[src/rtl/control_sequencer_if.sv]
// rtl/control_sequencer_if.sv - control strobes between sequencer and accumulator datapath
interface control_sequencer_if;
  logic [3:0] ir_opcode;
  logic       acc_zero;
  logic       pc_write;
  logic       pc_sel;
  logic       mar_write;
  logic       mar_sel;
  logic       mbr_write;
  logic       mbr_sel;
  logic       ir_write;
  logic       acc_write;
  logic [1:0] acc_sel;
  logic [3:0] alu_opcode;
  logic       mem_write_enable;
  logic       halted;
  logic       illegal;

  modport master (
    input  ir_opcode, acc_zero,
    output pc_write, pc_sel, mar_write, mar_sel, mbr_write, mbr_sel, ir_write,
           acc_write, acc_sel, alu_opcode, mem_write_enable, halted, illegal
  );

  modport slave (
    output ir_opcode, acc_zero,
    input  pc_write, pc_sel, mar_write, mar_sel, mbr_write, mbr_sel, ir_write,
           acc_write, acc_sel, alu_opcode, mem_write_enable, halted, illegal
  );
endinterface

[src/rtl/control_sequencer.sv]
// rtl/control_sequencer.sv - fetch/decode/execute FSM for the 16-bit accumulator machine
// CTRL_SINGLE_STEP_EN adds a step input that releases one instruction per rising edge.
module control_sequencer #(
  parameter int MEM_LATENCY = 1
) (
  input  logic clk,
  input  logic reset,
  input  logic run,
`ifdef CTRL_SINGLE_STEP_EN
  input  logic step,
`endif
  control_sequencer_if.master bus
);

  typedef enum logic [3:0] {
    IDLE, F_ADDR, F_WAIT, F_LOAD, F_IR, DECODE,
    O_WAIT, O_LOAD, EXEC, S_MBR, S_WR, HALT
  } state_t;

  localparam logic [3:0] OP_NOP   = 4'h0;
  localparam logic [3:0] OP_LOAD  = 4'h1;
  localparam logic [3:0] OP_STORE = 4'h2;
  localparam logic [3:0] OP_ADD   = 4'h3;
  localparam logic [3:0] OP_SUB   = 4'h4;
  localparam logic [3:0] OP_AND   = 4'h5;
  localparam logic [3:0] OP_OR    = 4'h6;
  localparam logic [3:0] OP_JUMP  = 4'h7;
  localparam logic [3:0] OP_SKIPZ = 4'h8;
  localparam logic [3:0] OP_HALT  = 4'h9;
  localparam logic [3:0] OP_CLEAR = 4'hA;

  localparam logic [2:0] WAIT_INIT = 3'(MEM_LATENCY - 1);

  state_t     state;
  logic [2:0] wait_cnt;
  logic       halted_q;
  logic       illegal_q;
  logic       start;
  logic       continue_run;

`ifdef CTRL_SINGLE_STEP_EN
  logic step_q;
  logic step_pend;

  // Every boundary parks in IDLE; a latched step edge releases exactly one instruction.
  assign start        = run && step_pend;
  assign continue_run = 1'b0;

  always_ff @(posedge clk or negedge reset) begin
    if (!reset) begin
      step_q    <= 1'b0;
      step_pend <= 1'b0;
    end else begin
      step_q    <= step;
      step_pend <= (step_pend && !(state == IDLE && start)) || (step && !step_q);
    end
  end
`else
  assign start        = run;
  assign continue_run = run;
`endif

  always_ff @(posedge clk or negedge reset) begin
    if (!reset) begin
      state     <= IDLE;
      wait_cnt  <= 3'd0;
      halted_q  <= 1'b0;
      illegal_q <= 1'b0;
    end else begin
      case (state)
        IDLE:   if (start) state <= F_ADDR;
        F_ADDR: begin
          state    <= F_WAIT;
          wait_cnt <= WAIT_INIT;
        end
        F_WAIT: begin
          if (wait_cnt == 3'd0) state <= F_LOAD;
          else                  wait_cnt <= wait_cnt - 3'd1;
        end
        F_LOAD: state <= F_IR;
        F_IR:   state <= DECODE;
        DECODE: begin
          case (bus.ir_opcode)
            OP_LOAD, OP_ADD, OP_SUB, OP_AND, OP_OR: begin
              state    <= O_WAIT;
              wait_cnt <= WAIT_INIT;
            end
            OP_STORE: state <= S_MBR;
            OP_JUMP, OP_SKIPZ, OP_CLEAR, OP_NOP:
              state <= continue_run ? F_ADDR : IDLE;
            OP_HALT: begin
              halted_q <= 1'b1;
              state    <= HALT;
            end
            default: begin
              halted_q  <= 1'b1;
              illegal_q <= 1'b1;
              state     <= HALT;
            end
          endcase
        end
        O_WAIT: begin
          if (wait_cnt == 3'd0) state <= O_LOAD;
          else                  wait_cnt <= wait_cnt - 3'd1;
        end
        O_LOAD: state <= EXEC;
        EXEC:   state <= continue_run ? F_ADDR : IDLE;
        S_MBR:  state <= S_WR;
        S_WR:   state <= continue_run ? F_ADDR : IDLE;
        HALT:   state <= HALT;
        default: state <= IDLE;
      endcase
    end
  end

  assign bus.halted  = halted_q;
  assign bus.illegal = illegal_q;

  // Strobes decode straight from state so a reset drops a pending write in the same cycle.
  always_comb begin
    bus.pc_write         = 1'b0;
    bus.pc_sel           = 1'b0;
    bus.mar_write        = 1'b0;
    bus.mar_sel          = 1'b0;
    bus.mbr_write        = 1'b0;
    bus.mbr_sel          = 1'b0;
    bus.ir_write         = 1'b0;
    bus.acc_write        = 1'b0;
    bus.acc_sel          = 2'd0;
    bus.alu_opcode       = 4'b0000;
    bus.mem_write_enable = 1'b0;
    case (state)
      F_ADDR: bus.mar_write = 1'b1;
      F_LOAD: begin
        bus.mbr_write = 1'b1;
        bus.pc_write  = 1'b1;
      end
      F_IR:   bus.ir_write = 1'b1;
      DECODE: begin
        case (bus.ir_opcode)
          OP_LOAD, OP_STORE, OP_ADD, OP_SUB, OP_AND, OP_OR: begin
            bus.mar_write = 1'b1;
            bus.mar_sel   = 1'b1;
          end
          OP_JUMP: begin
            bus.pc_write = 1'b1;
            bus.pc_sel   = 1'b1;
          end
          OP_SKIPZ: bus.pc_write = bus.acc_zero;
          OP_CLEAR: begin
            bus.acc_write = 1'b1;
            bus.acc_sel   = 2'd2;
          end
          default: ;
        endcase
      end
      O_LOAD: bus.mbr_write = 1'b1;
      EXEC: begin
        bus.acc_write = 1'b1;
        case (bus.ir_opcode)
          OP_LOAD: bus.acc_sel    = 2'd1;
          OP_SUB:  bus.alu_opcode = 4'b0001;
          OP_AND:  bus.alu_opcode = 4'b1000;
          OP_OR:   bus.alu_opcode = 4'b1001;
          default: bus.alu_opcode = 4'b0000;
        endcase
      end
      S_MBR: begin
        bus.mbr_write = 1'b1;
        bus.mbr_sel   = 1'b1;
      end
      S_WR:   bus.mem_write_enable = 1'b1;
      default: ;
    endcase
  end

endmodule

[src/flat_wrapper.sv]
// flat-port wrapper written by rule: the top's interface ports become plain ports
module control_sequencer_flat 
#(
  parameter int MEM_LATENCY = 1
)
  (clk, reset, run, bus_ir_opcode, bus_acc_zero, bus_pc_write, bus_pc_sel, bus_mar_write, bus_mar_sel, bus_mbr_write, bus_mbr_sel, bus_ir_write, bus_acc_write, bus_acc_sel, bus_alu_opcode, bus_mem_write_enable, bus_halted, bus_illegal);
  control_sequencer_if bus_i ();
  input  logic clk;
  input  logic reset;
  input  logic run;
  input wire logic [$bits(bus_i.ir_opcode)-1:0] bus_ir_opcode;
  input wire logic [$bits(bus_i.acc_zero)-1:0] bus_acc_zero;
  output wire logic [$bits(bus_i.pc_write)-1:0] bus_pc_write;
  output wire logic [$bits(bus_i.pc_sel)-1:0] bus_pc_sel;
  output wire logic [$bits(bus_i.mar_write)-1:0] bus_mar_write;
  output wire logic [$bits(bus_i.mar_sel)-1:0] bus_mar_sel;
  output wire logic [$bits(bus_i.mbr_write)-1:0] bus_mbr_write;
  output wire logic [$bits(bus_i.mbr_sel)-1:0] bus_mbr_sel;
  output wire logic [$bits(bus_i.ir_write)-1:0] bus_ir_write;
  output wire logic [$bits(bus_i.acc_write)-1:0] bus_acc_write;
  output wire logic [$bits(bus_i.acc_sel)-1:0] bus_acc_sel;
  output wire logic [$bits(bus_i.alu_opcode)-1:0] bus_alu_opcode;
  output wire logic [$bits(bus_i.mem_write_enable)-1:0] bus_mem_write_enable;
  output wire logic [$bits(bus_i.halted)-1:0] bus_halted;
  output wire logic [$bits(bus_i.illegal)-1:0] bus_illegal;
  assign bus_i.ir_opcode = bus_ir_opcode;
  assign bus_i.acc_zero = bus_acc_zero;
  assign bus_pc_write = bus_i.pc_write;
  assign bus_pc_sel = bus_i.pc_sel;
  assign bus_mar_write = bus_i.mar_write;
  assign bus_mar_sel = bus_i.mar_sel;
  assign bus_mbr_write = bus_i.mbr_write;
  assign bus_mbr_sel = bus_i.mbr_sel;
  assign bus_ir_write = bus_i.ir_write;
  assign bus_acc_write = bus_i.acc_write;
  assign bus_acc_sel = bus_i.acc_sel;
  assign bus_alu_opcode = bus_i.alu_opcode;
  assign bus_mem_write_enable = bus_i.mem_write_enable;
  assign bus_halted = bus_i.halted;
  assign bus_illegal = bus_i.illegal;
  control_sequencer #(.MEM_LATENCY(MEM_LATENCY)) u_core (.clk(clk), .reset(reset), .run(run), .bus(bus_i));
endmodule
[config.mk]
export PLATFORM = sky130hd
export DESIGN_NAME = control_sequencer_flat
export DESIGN_NICKNAME = d
export VERILOG_FILES = /design/src/rtl/control_sequencer_if.sv /design/src/rtl/control_sequencer.sv /design/src/flat_wrapper.sv
export SDC_FILE = /design/constraint.sdc
export NUM_CORES = 1
export LEC_CHECK = 0
export CAP_MARGIN = 20
export CORE_MARGIN = 2
export CORE_UTILIZATION = 43
export DETAILED_ROUTE_END_ITERATION = 8
export PLACE_DENSITY = 0.75
export SLEW_MARGIN = 5
export SYNTH_ARGS = -nofsm -noshare
export SYNTH_HDL_FRONTEND = slang
export SYNTH_SLANG_ARGS = --single-unit
[constraint.sdc]
create_clock -name clk -period 1.95 [get_ports clk]
set_input_delay 0.195 -clock clk [delete_from_list [all_inputs] [get_ports clk]]
set_output_delay 0.195 -clock clk [all_outputs]
set_load 0.01 [all_outputs]
# == After elaboration in Yosys (flattened, before gate mapping) ==
# Index checks and enable logic that the tools add are counted.
# totals
regBits,9
inputBits,8
output_inout_bits,17
# classes
addsub,1
eq_ne,26
muxes,27
n_bitwise,2
reduce_logical,16
# ops
operator,n
$pmux W4 S11,1
$eq A4 B3 Y1 const B,8
$eq A4 B4 Y1 const B,7
$pmux W4 S3,2
$eq A4 B2 Y1 const B,4
$mux W4,4
$mux W1,11
$reduce_or A11 Y1,1
$reduce_or A10 Y1,1
$pmux W3 S3,1
$eq A4 B1 Y1 const B,2
$logic_not A4 Y1,2
$pmux W1 S2,4
$mux W3,2
$ne A2 B2 Y1 const B,3
$reduce_and A3 Y1,2
$reduce_or A6 Y1,1
$reduce_or A5 Y1,1
$ne A2 B1 Y1 const B,2
$pmux W2 S2,1
$reduce_and A2 Y1,2
$reduce_or A2 Y1,2
$reduce_or A4 Y1,1
$logic_not A3 Y1,1
other kinds (5),6

# == Longest topological paths before layout ==
# logic_depth
ltp_word,4
depth_mapped,7
mapped_depth_nobuf,7

# == Least setup slack after synthesis ==
# No wires, ideal clock.
# synth_path
path_type,flip-flop to output port
start,register u_core.state[1]
end,output bus_mar_write
arrival_ns,1.369
required_time_ns,1.755
path_slack_ns,0.386
path_stages_with_launch,4
path_buffers,0
cell_sequence,dfrtp_1 > nand2b_1 > nor4_1 > o21bai_1
# synth_between
elab_chain_cells,2
word_cells_on_any_way,3
classes_between,eq/ne (2); mux (1)
# synth_rtl
item,line_no,source
start: declaration,control_sequencer.sv:34,state_t state;
start signal: assignment,control_sequencer.sv:90,state <= continue_run ? F_ADDR : IDLE;
start signal: assignment,control_sequencer.sv:107,EXEC: state <= continue_run ? F_ADDR : IDLE;
start signal: assignment,control_sequencer.sv:109,S_WR: state <= continue_run ? F_ADDR : IDLE;
$eq A4 B3 Y1 / $eq A4 B1 Y1 (equally long branches),control_sequencer.sv:132,case (state)
$pmux W1 S2 (*),control_sequencer.sv:132,
end: declaration,flat_wrapper.sv:15,output wire logic [$bits(bus_i.mar_write)-1:0] bus_mar_write;
# Mark *: on every way between the ends. The rest lies on a longest branch, timed or not.

# == Final worst setup path ==
# layout_path
start,register u_core.state[1]
end,output bus_mbr_sel
# layout_between
elab_chain_cells,2
# layout_rtl
item,line_no,source
$eq A4 B4 Y1,control_sequencer.sv:132,
$mux W1,control_sequencer.sv:132,
end: declaration,flat_wrapper.sv:18,output wire logic [$bits(bus_i.mbr_sel)-1:0] bus_mbr_sel;
# No other way between the ends.

==> impl_metrics.csv <==
group,metric,value,unit
global_routing,grt_pass1_vias,766,
placement,dp_hpwl,1680,microns
synthesis,async_flop_share,100,%
detailed_routing,wl,2070,microns
critical_path,crit_fanout,4,
power,power.internal,0.803,mW
detailed_routing,drt_drc_violations_left,0,
power,p_comb_share,64.4,%
power,p_leak,0.545,nW
global_routing,grt_pass1_wl,3270,microns
synthesis,synth_cell_type_count,39,
sta,setup_viol,0,
critical_path,required,1750,ps
sta,post-route-period-util,97.0,%
finish,area_growth_syn_to_layout,47.3,%
detailed_routing,drtIter0Drc,10,
power,total_power,1.41,mW
sta,skew,1.27,ps
synthesis,netlist_area,791,sq um
clock_network,cts_max_path_buffers,2,
status,status,"finished clean",
clock_network,cts_root_buffer,"clkbuf_4",
detailed_routing,wire_per_inst,12.8,microns
power,powerDensity,1210,nW/um^2
placement,port-buffer-count,22,
critical_path,critPathKind,"register to primary output",
global_routing,antenna_found_initial,0,
synthesis,yosys_most_used_dff,"dfrtp_1",
sta,drv_slew,0,
power,pwr-share-clk,9.6,%
finish,final_common_cell,"buf_4",
power,p_switching,0.604,mW
synthesis,synth-seq-area-share,28.5,%
floorplanning,die_height,46.9,microns
clock_network,cts_made_buffers,3,
clock_network,cts.sinks,9,
floorplanning,die_area,2200,sq um
critical_path,cp-start-kind,"register",
min_path,hold_path.class,"input port to asynchronous set/reset pin",
clock_network,holdBufCountCts,0,
global_routing,overflow,0,
synthesis,synth_edf_count,0,
detailed_routing,vias_per_cell,5.24,
placement,dp_slack,-174,ps
floorplanning,row_count,15,
clock_network,clk_latency,250,ps
sta,rsz0062_at_grt,"no",
detailed_routing,firstDrtPassIters,4,
flow_run,drv_cap,0,
power,peakVddDrop,0.945,mV
sta,worst_slack,59.4,ps
synthesis,synth_cells,101,
global_routing,grt_usage,21.1,%
floorplanning,die_x,46.9,microns
finish,antenna_cells,0,
sta,max_freq,529,MHz
finish,nFillCells,160,
detailed_routing,vias,843,
sta,period_needed,1890,ps
synthesis,ys_ff_latch,9,
detailed_routing,ant_nets,0,
floorplanning,boundaryPins,25,
sta,fin_setup_tns,0,ps
floorplanning,initial_core_util,45.8,%
clock_network,cts_htree_levels,1,
power,swShare,42.9,%
clock_network,tritoncts,"done",
synthesis,yosysWarnings,0,
finish,layout.cells.non_filler,161,
power,power_frac_seq,26.0,%
floorplanning,core_region_area,1730,sq um
placement,dp.cells,157,
critical_path,arrival,1700,ps
finish,drive_above_1_share,27.9,%
sta,hold_viol_final,0,
global_routing,grt_max_degree,10,
finish,final_cell_mix,"buf_4, nor2_1, dlygate4sd2_1, clkdlybuf4s50_1",
synthesis,avgSynthCellArea,7.83,sq um
finish,nets,147,
critical_path,cp-end-kind,"primary output",
clock_network,path_clk_slew,50,ps
clock_network,postCtsSetupBuffers,0,
placement,gp_congestion,0.814,
final cells by class:
class / count / area, sq um / share of cell area (%)
clock buffers: 4 / 26.3 / 2.26
well taps: 25 / 31.3 / 2.69
inverters: 6 / 22.5 / 1.93
repair buffers: 38 / 327 / 28.0
multi-input cells: 79 / 529 / 45.4
flip-flops and latches: 9 / 229 / 19.7
synth_stat cells (2+ instances only):
master,count,area share (%)
and3_1,2,1.6
o21ai_1,3,1.9
a31oi_1,3,2.4
nand2b_1,6,4.7
dfrtp_1,9,28
nand2_1,6,2.8
nor4_1,3,2.4
nor2b_1,2,1.6
buf_6,3,4.3
buf_4,2,1.9
o21bai_1,4,3.8
nor3_1,5,3.2
ha_1,2,3.2
a21oi_1,6,3.8
nor2_1,16,7.6
buf_2,2,1.3
inv_1,5,2.4
power by group through the flow:
stage               Clock (mW)  Sequential, mW  Combinational, mW
floorplan                    0           0.340              0.570
global placement             0           0.345              0.863
detailed placement           0           0.352              0.881
CTS                      0.140           0.359              0.893
global route             0.151           0.377              0.996
finish                   0.135           0.365              0.907
final timing paths:
kind	start	endpoint	slack, ps	cells past startpoint
max	u_core.state[1]$_DFFE_PN0P_	bus_mbr_sel	60	4
min	reset	u_core.state[1]$_DFFE_PN0P_	230	1
max reg2reg	u_core.wait_cnt[0]$_DFFE_PN0P_	u_core.wait_cnt[2]$_DFFE_PN0P_	370	7
min reg2reg	u_core.bus.halted$_DFFE_PN0P_	u_core.bus.halted$_DFFE_PN0P_	480	1
max in group asynchronous	reset	u_core.state[3]$_DFFE_PN0P_	1420	1
min in group clk	u_core.bus.halted$_DFFE_PN0P_	u_core.bus.halted$_DFFE_PN0P_	480	1
critical path, stage by stage (launching register included):
cell             delay (ps)
dfrtp_1                 390
nand2b_2                230
buf_4                   170
nor2_1                   90
clkdlybuf4s50_1         550
registers in the layout, summed over array words and instances (netlist names):
signal	flops
u_core.state	4
u_core.wait_cnt	3
u_core.bus.illegal	1
u_core.bus.halted	1
cell families after synthesis:
group | Yosys count | synth area share (%)
AOI/OAI and AO/OA | 27 | 25.0
and+or+nand+nor | 47 | 31.0
other | 1 | 0.474
DFF | 9 | 28.5
buffers and inverters | 14 | 10.8
adders and majority gates | 2 | 3.16
xor gates and xnor gates | 1 | 1.11
what timing repair did:
action | in CTS | in global routing
pin swaps | 0 | 0
endpoints found under the setup margin | 11 | 2
resized for setup | 22 | 6
per-layer routing:
layer  up-vias  routed length [microns]  global-route usage [%]
li1        424                        -                       -
met1       392                      977                    28.1
met2        25                      986                    34.8
met3         2                      100                    7.31
met4         0                        4                    1.67
met5         -                        0                       0
through the flow:
step                utilization, %  hold slack [ps]  instance area (sq um)
CTS                           66.7              241                   1150
finish                        67.5              230                   1160
floorplan                        -             -101                    795
global placement              63.9              467                   1100
detailed placement            63.9              466                   1100
global route                  67.5              256                   1160
(Power assumes the default switching activity.)
